`config.mk`:
```
export PLATFORM = sky130hd
export DESIGN_NAME = alu_operand_deserializer
export DESIGN_NICKNAME = d
export VERILOG_FILES = /design/src/rtl/alu_operand_deserializer.sv
export SDC_FILE = /design/constraint.sdc
export NUM_CORES = 1
export LEC_CHECK = 0
export BUFFER_PORTS_ARGS = -buffer_cell sky130_fd_sc_hd__buf_2
export CORE_MARGIN = 4
export CORE_UTILIZATION = 44
export CTS_CLUSTER_SIZE = 24
export DETAILED_ROUTE_END_ITERATION = 8
export GPL_ROUTABILITY_DRIVEN = 0
export PLACE_DENSITY = 0.67
export SYNTH_ARGS = -nofsm -noshare
export SYNTH_HDL_FRONTEND = slang
export SYNTH_SLANG_ARGS = --single-unit
```
`constraint.sdc`:
```
create_clock -name clk -period 8.8 [get_ports clk]
set_input_delay 0.44 -clock clk [delete_from_list [all_inputs] [get_ports clk]]
set_output_delay 0.44 -clock clk [all_outputs]
set_load 0.02 [all_outputs]
```
`src/rtl/alu_operand_deserializer.sv`:
```
// Collects 1/2/4/8 frame bytes into a 64-bit ALU operand with selectable byte order
// and sign/zero extension, then offers it with its opcode on a ready/valid port.
module alu_operand_deserializer (
  input  logic        clk,
  input  logic        rst_n,
  input  logic        cmd_valid,
  output logic        cmd_ready,
  input  logic [7:0]  cmd_opcode,
  input  logic [7:0]  in_data,
  input  logic        in_valid,
  output logic        in_ready,
  input  logic        abort,
  output logic        out_valid,
  input  logic        out_ready,
  output logic [63:0] out_value,
  output logic [7:0]  out_opcode,
  output logic        aborted
);

  typedef enum logic [1:0] {
    ST_IDLE = 2'd0,
    ST_LOAD = 2'd1,
    ST_HOLD = 2'd2
  } state_e;

  state_e      state_q, state_d;
  logic [63:0] acc_q, acc_d;
  logic [7:0]  op_q, op_d;
  logic [2:0]  idx_q, idx_d;
  logic        aborted_q, aborted_d;

  logic [2:0]  last_idx;
  logic [2:0]  lane;
  logic [63:0] placed;

  function automatic logic [2:0] size_last(input logic [1:0] sz);
    case (sz)
      2'd0:    size_last = 3'd0;
      2'd1:    size_last = 3'd1;
      2'd2:    size_last = 3'd3;
      default: size_last = 3'd7;
    endcase
  endfunction

  function automatic logic [63:0] put_byte(input logic [63:0] acc, input logic [2:0] ln,
                                           input logic [7:0] b);
    logic [63:0] r;
    r = acc;
    r[{ln, 3'b000} +: 8] = b;
    return r;
  endfunction

  // Upper bits follow the top collected bit only for signed operands narrower than 64 bits.
  function automatic logic [63:0] extend(input logic [63:0] v, input logic [1:0] sz,
                                         input logic sgn);
    case (sz)
      2'd0:    extend = {{56{sgn & v[7]}},  v[7:0]};
      2'd1:    extend = {{48{sgn & v[15]}}, v[15:0]};
      2'd2:    extend = {{32{sgn & v[31]}}, v[31:0]};
      default: extend = v;
    endcase
  endfunction

  assign last_idx = size_last(op_q[7:6]);
  assign lane     = op_q[4] ? (last_idx - idx_q) : idx_q;
  assign placed   = put_byte(acc_q, lane, in_data);

  // Next-state and datapath update for the IDLE/LOAD/HOLD sequence.
  always_comb begin
    state_d   = state_q;
    acc_d     = acc_q;
    op_d      = op_q;
    idx_d     = idx_q;
    aborted_d = 1'b0;
    case (state_q)
      ST_IDLE: begin
        if (cmd_valid) begin
          op_d    = cmd_opcode;
          acc_d   = 64'd0;
          idx_d   = 3'd0;
          state_d = ST_LOAD;
        end else begin
          state_d = ST_IDLE;
        end
      end
      ST_LOAD: begin
        if (abort) begin
          idx_d     = 3'd0;
          aborted_d = 1'b1;
          state_d   = ST_IDLE;
        end else if (in_valid) begin
          if (idx_q == last_idx) begin
            acc_d   = extend(placed, op_q[7:6], op_q[5]);
            idx_d   = 3'd0;
            state_d = ST_HOLD;
          end else begin
            acc_d   = placed;
            idx_d   = idx_q + 3'd1;
          end
        end else begin
          state_d = ST_LOAD;
        end
      end
      ST_HOLD: begin
        if (out_ready) begin
          state_d = ST_IDLE;
        end else begin
          state_d = ST_HOLD;
        end
      end
      default: begin
        state_d = ST_IDLE;
      end
    endcase
  end

  // State and datapath registers with synchronous active-low reset.
  always_ff @(posedge clk) begin
    if (!rst_n) begin
      state_q   <= ST_IDLE;
      acc_q     <= 64'd0;
      op_q      <= 8'd0;
      idx_q     <= 3'd0;
      aborted_q <= 1'b0;
    end else begin
      state_q   <= state_d;
      acc_q     <= acc_d;
      op_q      <= op_d;
      idx_q     <= idx_d;
      aborted_q <= aborted_d;
    end
  end

  assign cmd_ready  = (state_q == ST_IDLE);
  assign in_ready   = (state_q == ST_LOAD);
  assign out_valid  = (state_q == ST_HOLD);
  assign out_value  = acc_q;
  assign out_opcode = op_q;
  assign aborted    = aborted_q;

endmodule
```
==> flow_summary.json, run 1 <==
{
  "multiInputGateArea_mm2": 0.00261,
  "postLayoutCellArea_mm2": 0.00505,
  "fmax_mhz": 204,
  "avgSynthCellArea_um2": 7.92,
  "finalNetCount": 651,
  "dieHeight_um": 108,
  "core-area_mm2": 0.00977,
  "worst_pin_slew_ns": 1.19,
  "met3_usage": 0.0507,
  "finalClockSkew_ns": 0.00842,
  "die_x_um": 108,
  "start_util": 0.450,
  "cts_tree": "done",
  "syn_area_mm2": 0.00440,
  "first_global_vias": 4066,
  "dieArea_mm2": 0.0117,
  "dpl-instance-area_mm2": 0.00487,
  "portBuffers": 97,
  "r2r_cells": 14,
  "synth_top_area_frac": 0.355,
  "vias": 4335,
  "drt_iter0_drc": 329,
  "ys_types": 57,
  "remaining_drc_errors": 0,
  "antenna_found_initial": 0,
  "timing.final.crit_period_ns": 4.91,
  "start_kind": "register",
  "async_flop_share": 0,
  "ys_seq_area_frac": 0.355,
  "critPathCaptureType": "register",
  "syn2layout_area_growth_pct": 14.9,
  "ys_ff_latch": 78,
  "totalWireLength_mm": 12.7,
  "setup_viol": 0,
  "clkTransAtPathRegs_ns": 0.08,
  "syn-num-nets": 584,
  "regArea_mm2": 0.00156,
  "clkSinkCount": 78,
  "holdCritPathClass": "in2reg",
  "criticalPathCategory": "reg2reg",
  "cts_buffer_depth": 2,
  "io_pins": 98,
  "rows": 36,
  "ant_nets": 0,
  "yosys_warnings": 0,
  "first_pass_iters": 5,
  "nFillCells": 941,
  "p_leak_nw": 2.28,
  "grt_start_max_net_pins": 37,
  "top_usage_layer": "met2",
  "synth-edff-count": 0,
  "antennaDiodeCount": 0,
  "dp_hpwl_mm": 8.58,
  "overflow": 0,
  "avgRoutedWirePerCell_um": 16.7,
  "use_met1": 0.300,
  "cp_max_fo": 26,
  "postCtsSetupBuffers": 0,
  "vias_per_cell": 5.72,
  "cap_violations": 0,
  "synth_top_cell_by_area": "dfxtp_1",
  "hold_violations": 0,
  "holdPathStages": 3,
  "netlist_instances": 555,
  "max-vdd-ir-drop_v": 0.0000801,
  "insertion_delay_ns": 0.36,
  "rsz0062_at_grt": "no",
  "worstPathArrival_ns": 5.11,
  "grt_first_pass_wirelength_mm": 20.6,
  "status": "complete, no violations",
  "timing.slew.headroom": 0.202,
  "ys.flop_type": "dfxtp_1",
  "gr-usage-all-layers": 0.222,
  "power_density_mw_per_mm2": 154,
  "cts_hold_buf": 0,
  "clock-root-buffer": "clkbuf_8",
  "fin_crit_sh": 0.558,
  "synth_area_leaders": "dfxtp_1, nand2_1, a21oi_1, nor2b_1, a221oi_1",
  "htreeDepth": 3,
  "power_mw": 0.777,
  "totalNegativeSetupSlack_ns": 0,
  "cts-resized-gates": 0,
  "final_max_slew_viol_count": 0,
  "cts_buffers": 9,
  "met2_usage": 0.360,
  "final_layout_size_suffix_gt1_frac": 0.210,
  "cp.required_ns": 8.99
}
==> cell type report <==
| cell class | count | area share |
|---|---|---|
| Clock buffer | 10 | 0.0272 |
| Clock inverter | 4 | 0.00966 |
| Inverter | 7 | 0.00520 |
| Multi-Input combinational cell | 427 | 0.517 |
| Sequential cell | 78 | 0.309 |
| Tap cell | 133 | 0.0329 |
| Timing Repair Buffer | 99 | 0.0991 |
==> cell usage after synthesis, types with 2 or more instances <==
| cell | count |
|---|---|
| mux2i_1 | 10 |
| o21ai_2 | 2 |
| a21boi_0 | 7 |
| a21o_1 | 12 |
| nor3b_1 | 10 |
| buf_4 | 2 |
| nor3_1 | 20 |
| inv_1 | 7 |
| buf_2 | 4 |
| nand3_1 | 2 |
| nand3b_1 | 4 |
| nand4_1 | 2 |
| o211a_1 | 8 |
| nor4_1 | 2 |
| and2_1 | 5 |
| clkbuf_1 | 32 |
| dfxtp_1 | 78 |
| buf_6 | 4 |
| a22oi_1 | 10 |
| nor2b_1 | 29 |
| o311ai_4 | 2 |
| o21ai_0 | 11 |
| nor2_1 | 22 |
| and3_1 | 4 |
| a21oi_1 | 62 |
| nand2b_1 | 3 |
| ha_1 | 6 |
| a221oi_1 | 16 |
| nand2_1 | 128 |
| o221ai_1 | 16 |
| or2_2 | 2 |
| a221o_1 | 8 |
==> power breakdown <==
| group | total [mW] | internal, mW | switching (mW) |
|---|---|---|---|
| logic | 0.139 | 0.0413 | 0.0973 |
| registers | 0.369 | 0.360 | 0.00900 |
| clock network | 0.269 | 0.135 | 0.134 |
| total | 0.777 | 0.537 | 0.240 |
==> metrics by stage <==
stage | worst slack [ns] | hold WS (ns) | util | std cells
2_1_floorplan | 4.79 | 0.528 | - | 555
3_3_place_gp | 4.17 | 0.439 | 0.498 | 744
3_5_place_dp | 3.96 | 0.442 | 0.498 | 744
4_1_cts | 3.93 | 0.313 | 0.517 | 758
5_1_grt | 3.54 | 0.308 | 0.517 | 758
6_report | 3.89 | 0.318 | 0.517 | 758
==> layout by cell type (no fill, tap or decap), types with 2 or more instances in the layout <==
| cell | netlist | routed |
|---|---|---|
| a21boi_0 | 7 | 7 |
| a21o_1 | 12 | 12 |
| a21oi_1 | 62 | 62 |
| a221o_1 | 8 | 8 |
| a221oi_1 | 16 | 16 |
| a22oi_1 | 10 | 10 |
| and2_1 | 5 | 5 |
| and3_1 | 4 | 4 |
| buf_2 | 4 | 97 |
| buf_4 | 2 | 2 |
| clkbuf_8 | 0 | 10 |
| clkinv_2 | 0 | 2 |
| dfxtp_1 | 78 | 78 |
| ha_1 | 6 | 6 |
| inv_1 | 7 | 7 |
| mux2i_1 | 10 | 10 |
| nand2_1 | 128 | 128 |
| nand2b_1 | 3 | 3 |
| nand3_1 | 2 | 2 |
| nand3b_1 | 4 | 4 |
| nand4_1 | 2 | 2 |
| nor2_1 | 22 | 22 |
| nor2b_1 | 29 | 29 |
| nor3_1 | 20 | 20 |
| nor3b_1 | 10 | 9 |
| nor4_1 | 2 | 2 |
| o211a_1 | 8 | 8 |
| o21ai_0 | 11 | 11 |
| o21ai_2 | 2 | 2 |
| o221ai_1 | 16 | 16 |
| o311ai_4 | 2 | 2 |
| or2_2 | 2 | 2 |
==> routing by layer <==
layer | part of all wire | vias up
met5 | 0 | -
met4 | 0.014 | 0
met3 | 0.055 | 15
met2 | 0.48 | 127
met1 | 0.45 | 2071
li1 | - | 2122
==> flip-flops by register name (all words and copies together) (netlist names) <==
| name | cells |
|---|---|
| aborted | 1 |
| idx_q | 3 |
| state_q | 2 |
| out_opcode | 8 |
| out_value | 64 |
==> final timing paths <==
path / from / end / slack [ns]
worst max-delay path: out_opcode[7] / out_value[54] / 3.89
worst min-delay path: cmd_opcode[0] / out_opcode[0] / 0.32
worst max register to register: out_opcode[7] / out_value[54] / 3.89
worst min register to register: out_value[44] / out_value[44] / 0.45
==> logic make-up after synthesis <==
family / after synthesis / synth area share
simple gates: 242 / 0.267
flops: 78 / 0.355
buf+inv: 50 / 0.0523
compound gates: 167 / 0.279
mux: 10 / 0.0228
fa+ha+maj: 7 / 0.0216
xor+xnor: 1 / 0.00199
==> critical path, stage by stage (launching register included) <==
cell and delay [ns]:
dfxtp_1 0.49, nor2_1 0.29, ha_1 0.20, inv_1 0.05
fa_1 0.45, a21o_1 0.22, a211oi_4 0.44, nor2_1 0.08
ha_1 0.34, nand2_1 0.16, nor4_1 0.29, o22ai_1 0.13
a311o_1 0.67, o21ai_2 0.72, a221oi_1 0.21
Power figures use the tool's default switching activity.
==> run 2: changes to the inputs <==
clock period = 4.85 ns   (was 8.8 ns; I/O delays follow)
==> flow_summary.json, run 2 (same netlist as run 1, synthesis figures left out) <==
{
  "status": "complete, no violations",
  "rows": 36,
  "p_int_mw": 1.02,
  "hp-start": "cmd_opcode[0]",
  "r2r-start": "out_opcode[6]",
  "grt_start_max_net_pins": 37,
  "p_leak_nw": 2.33,
  "timing.final.crit_period_ns": 4.34,
  "holdWs_ns": 0.130,
  "critPathCaptureType": "register",
  "critical_path.startpoint": "out_opcode[6]",
  "fmax_mhz": 230,
  "holdCritPathClass": "in2reg",
  "cts_buffer_depth": 2,
  "remaining_drc_errors": 0,
  "first_pass_iters": 5,
  "start_util": 0.450,
  "timing.final.ws_setup_ns": 0.506,
  "combPwrFrac": 0.182,
  "vias_per_cell": 5.80,
  "rsz0062_at_grt": "no",
  "antennaDiodeCount": 0,
  "totalWireLength_mm": 12.9,
  "postLayoutCellArea_mm2": 0.00514,
  "clkSinkCount": 78,
  "dp_hpwl_mm": 8.67,
  "first_global_vias": 4211,
  "cap_violations": 0,
  "die_x_um": 108,
  "portBuffers": 97,
  "clkTransAtPathRegs_ns": 0.08,
  "power_density_mw_per_mm2": 283,
  "max-vdd-ir-drop_v": 0.000180,
  "r2r_cells": 14,
  "start_kind": "register",
  "clockPowerShare": 0.360,
  "largest_register_ffs": 64,
  "dp_slack_ns": 0.303,
  "io_pins": 98,
  "totalNegativeSetupSlack_ns": 0,
  "avgRoutedWirePerCell_um": 16.8,
  "worstPathArrival_ns": 4.59,
  "syn2layout_area_growth_pct": 16.8,
  "pwr-share-seq": 0.458,
  "dpl-instance-area_mm2": 0.00492,
  "setup_viol": 0,
  "postCtsSetupBuffers": 0,
  "core-area_mm2": 0.00977,
  "holdPathStages": 3,
  "overflow": 0,
  "clock-root-buffer": "clkbuf_8",
  "final_max_slew_viol_count": 0,
  "vias": 4445,
  "htreeDepth": 3,
  "grt_first_pass_wirelength_mm": 21.1,
  "cts_tree": "done",
  "finalNetCount": 658,
  "cts_buffers": 9,
  "layout_commonest_cell": "nand2_1",
  "drt_iter0_drc": 314,
  "worst_pin_slew_ns": 1.06,
  "hold_violations": 0,
  "cp_max_fo": 17,
  "switching_share": 0.301,
  "criticalPathCategory": "reg2reg",
  "dieArea_mm2": 0.0117,
  "insertion_delay_ns": 0.36,
  "final_layout_size_suffix_gt1_frac": 0.218,
  "gr-usage-all-layers": 0.226,
  "cp.required_ns": 5.10,
  "power_mw": 1.46,
  "nFillCells": 964,
  "ant_nets": 0,
  "dieHeight_um": 108,
  "fin_crit_sh": 0.896,
  "final_cell_mix": "nand2_1, buf_2, dfxtp_1",
  "switchingPower_mw": 0.438,
  "timing.slew.headroom": 0.292,
  "finalClockSkew_ns": 0.0118,
  "antenna_found_initial": 0
}
-- run 2: final cells by class --
cell class	instances	area, um^2	share of cell area
multi-input cells	427	2630	0.511
flip-flops and latches	78	1560	0.304
repair buffers	106	553	0.108
well taps	133	166	0.0324
clock buffers	10	128	0.0248
clock inverters	5	75.1	0.0146
inverters	7	26.3	0.00512
-- run 2: repair_timing --
item                       4_1_cts  5_1_grt
setup endpoints to repair        0       16
hold buffers                     0        0
resized for setup                0        2
-- run 2: critical path: stages (launching register included) --
cell and delay [ns]:
dfxtp_1 0.32, nor2_1 0.24, ha_1 0.21, inv_1 0.06, fa_1 0.45, nand3b_1 0.26, a31oi_4 0.35, nor2_1 0.10
ha_1 0.33, nor2b_1 0.32, nand3_2 0.30, mux2i_1 0.25, o21ai_4 0.46, o21ai_4 0.24, a221oi_1 0.34
-- run 2: through the flow --
step | util | cells
6_report | 0.525 | 766
5_1_grt | 0.525 | 766
4_1_cts | 0.524 | 766
3_5_place_dp | 0.503 | 751
3_3_place_gp | 0.503 | 751
2_1_floorplan | - | 555
-- run 2: power groups by stage --
stage	logic (mW)	registers [mW]	clock network, mW
finish	0.265	0.666	0.524
global route	0.290	0.668	0.567
CTS	0.261	0.666	0.535
detailed placement	0.259	0.681	0
global placement	0.253	0.680	0
floorplan	0.167	0.694	0
-- run 2: worst paths after layout --
check / endpoint / slack (ns)
hold reg to reg: out_value[46] / 0.45
hold / removal: out_opcode[0] / 0.13
setup reg to reg: out_value[53] / 0.51
setup / recovery: out_value[53] / 0.51
-- run 2: layer usage --
layer | wire length (um) | GRT usage
met1 | 5840 | 0.303
met2 | 6000 | 0.371
met3 | 823 | 0.0340
met4 | 238 | 0.0821
met5 | 0 | 0
==> run 3: changes to the inputs <==
GPL_TIMING_DRIVEN = 0   (was unset)
==> flow_summary.json, run 3 (same netlist as run 1, synthesis figures left out) <==
{
  "nFillCells": 962,
  "fmax_mhz": 223,
  "cts_buffers": 9,
  "power_density_mw_per_mm2": 285,
  "totalWireLength_mm": 13.4,
  "avgRoutedWirePerCell_um": 16.7,
  "syn2layout_area_growth_pct": 20.6,
  "criticalPathCategory": "reg2reg",
  "setup_viol": 0,
  "cts_buffer_depth": 2,
  "portBuffers": 95,
  "dieHeight_um": 108,
  "worstPathArrival_ns": 4.74,
  "timing.final.crit_period_ns": 4.48,
  "htreeDepth": 3,
  "finalNetCount": 692,
  "holdPathStages": 3,
  "fin_util": 0.543,
  "regArea_mm2": 0.00156,
  "rows": 36,
  "start_util": 0.450,
  "vias": 4509,
  "layout_commonest_cell": "nand2_1",
  "final_cell_mix": "nand2_1, buf_2, dfxtp_1",
  "insertion_delay_ns": 0.37,
  "core-area_mm2": 0.00977,
  "holdCritPathClass": "in2reg",
  "ant_nets": 0,
  "final_layout_size_suffix_gt1_frac": 0.211,
  "timing.final.ws_setup_ns": 0.373,
  "rsz0062_at_grt": "no",
  "vias_per_cell": 5.63,
  "clkTransAtPathRegs_ns": 0.10,
  "start_kind": "register",
  "clkSinkCount": 78,
  "remaining_drc_errors": 0,
  "first_pass_iters": 5,
  "io_pins": 98,
  "status": "complete, no violations",
  "worst_pin_slew_ns": 1.42,
  "final_max_slew_viol_count": 0,
  "antenna_found_initial": 0,
  "dp_slack_ns": 0.280,
  "grt_start_max_net_pins": 15,
  "r2r_cells": 16,
  "max-vdd-ir-drop_v": 0.000142,
  "die_x_um": 108,
  "hold_violations": 0,
  "reg2reg_slack_ns": 0.37,
  "first_global_vias": 4391,
  "timing.slew.headroom": 0.0419,
  "p_leak_nw": 2.37,
  "totalNegativeSetupSlack_ns": 0,
  "cts_tree": "done",
  "fin_crit_sh": 0.923,
  "grt_first_pass_wirelength_mm": 21.5,
  "largest_register_ffs": 64,
  "dieArea_mm2": 0.0117,
  "clock-root-buffer": "clkbuf_8",
  "finalClockSkew_ns": 0.0154,
  "cp.required_ns": 5.11,
  "drt_iter0_drc": 352,
  "antennaDiodeCount": 0,
  "overflow": 0,
  "multiInputGateArea_mm2": 0.00263,
  "dp_hpwl_mm": 9.74,
  "critPathCaptureType": "register",
  "cap_violations": 0,
  "gr-usage-all-layers": 0.230,
  "cp_max_fo": 10
}
==> run 3: changes by cell type in the layout (fill, tap and decap cells not counted), moves of 2 or more <==
cell        previous run  this run
clkinvlp_4             0         2
inv_6                  0         2
clkinv_2               3         0
buf_6                  0         4
buf_4                  9         4
buf_2                 97        99
clkbuf_1               1        32
==> run 3: final cells by class <==
type / instances / area share
Clock inverter: 6 / 0.0175
Timing Repair Buffer: 97 / 0.0925
Buffer: 43 / 0.0385
Sequential cell: 78 / 0.294
Multi-Input combinational cell: 427 / 0.495
Inverter: 7 / 0.00495
Tap cell: 133 / 0.0314
Clock buffer: 10 / 0.0259
==> run 3: path summary, 6_finish.rpt <==
| check | startpoint | end |
|---|---|---|
| setup / recovery | out_opcode[7] | out_value[48] |
| hold / removal | cmd_opcode[1] | out_opcode[1] |
| setup reg to reg | out_opcode[7] | out_value[48] |
| hold reg to reg | out_value[56] | out_value[56] |
==> run 3: metal layers <==
layer,vias to the layer above,GRT usage,wire (um)
li1,2207,-,-
met1,2124,0.297,5850
met2,157,0.377,6330
met3,21,0.0496,916
met4,0,0.0902,252
met5,-,0,0
==> run 3: stage by stage <==
step | hold WS (ns) | power, mW | instance area, um^2 | std cells
2_1_floorplan | 0.379 | 0.861 | 4400 | 555
3_3_place_gp | 0.438 | 0.940 | 5040 | 783
3_5_place_dp | 0.445 | 0.947 | 5040 | 783
4_1_cts | 0.104 | 1.51 | 5270 | 799
5_1_grt | 0.119 | 1.57 | 5300 | 801
6_report | 0.108 | 1.51 | 5300 | 801
==> run 3: repair_timing <==
item                                    in CTS  in global routing
buffers inserted                             0                  2
hold buffers                                 0                  0
endpoints found under the setup margin       0                 15
resized for setup                            0                  3
==> run 3: power breakdown <==
group	total [mW]	internal [mW]	switching, mW
registers	0.665	0.653	0.0120
logic	0.275	0.0829	0.192
clock network	0.573	0.308	0.266
total	1.51	1.04	0.469
==> run 3: worst max-delay path, cell delays in order, from the launching register on <==
cell      delay, ns
dfxtp_1        0.40
buf_6          0.18
nor2_1         0.20
ha_1           0.19
inv_1          0.05
fa_1           0.45
nand3b_1       0.26
a31oi_4        0.36
nor2_1         0.10
ha_1           0.33
nor2b_1        0.31
nand3_2        0.31
mux2i_2        0.27
o21ai_4        0.32
o21ai_4        0.15
buf_4          0.20
a221oi_1       0.29
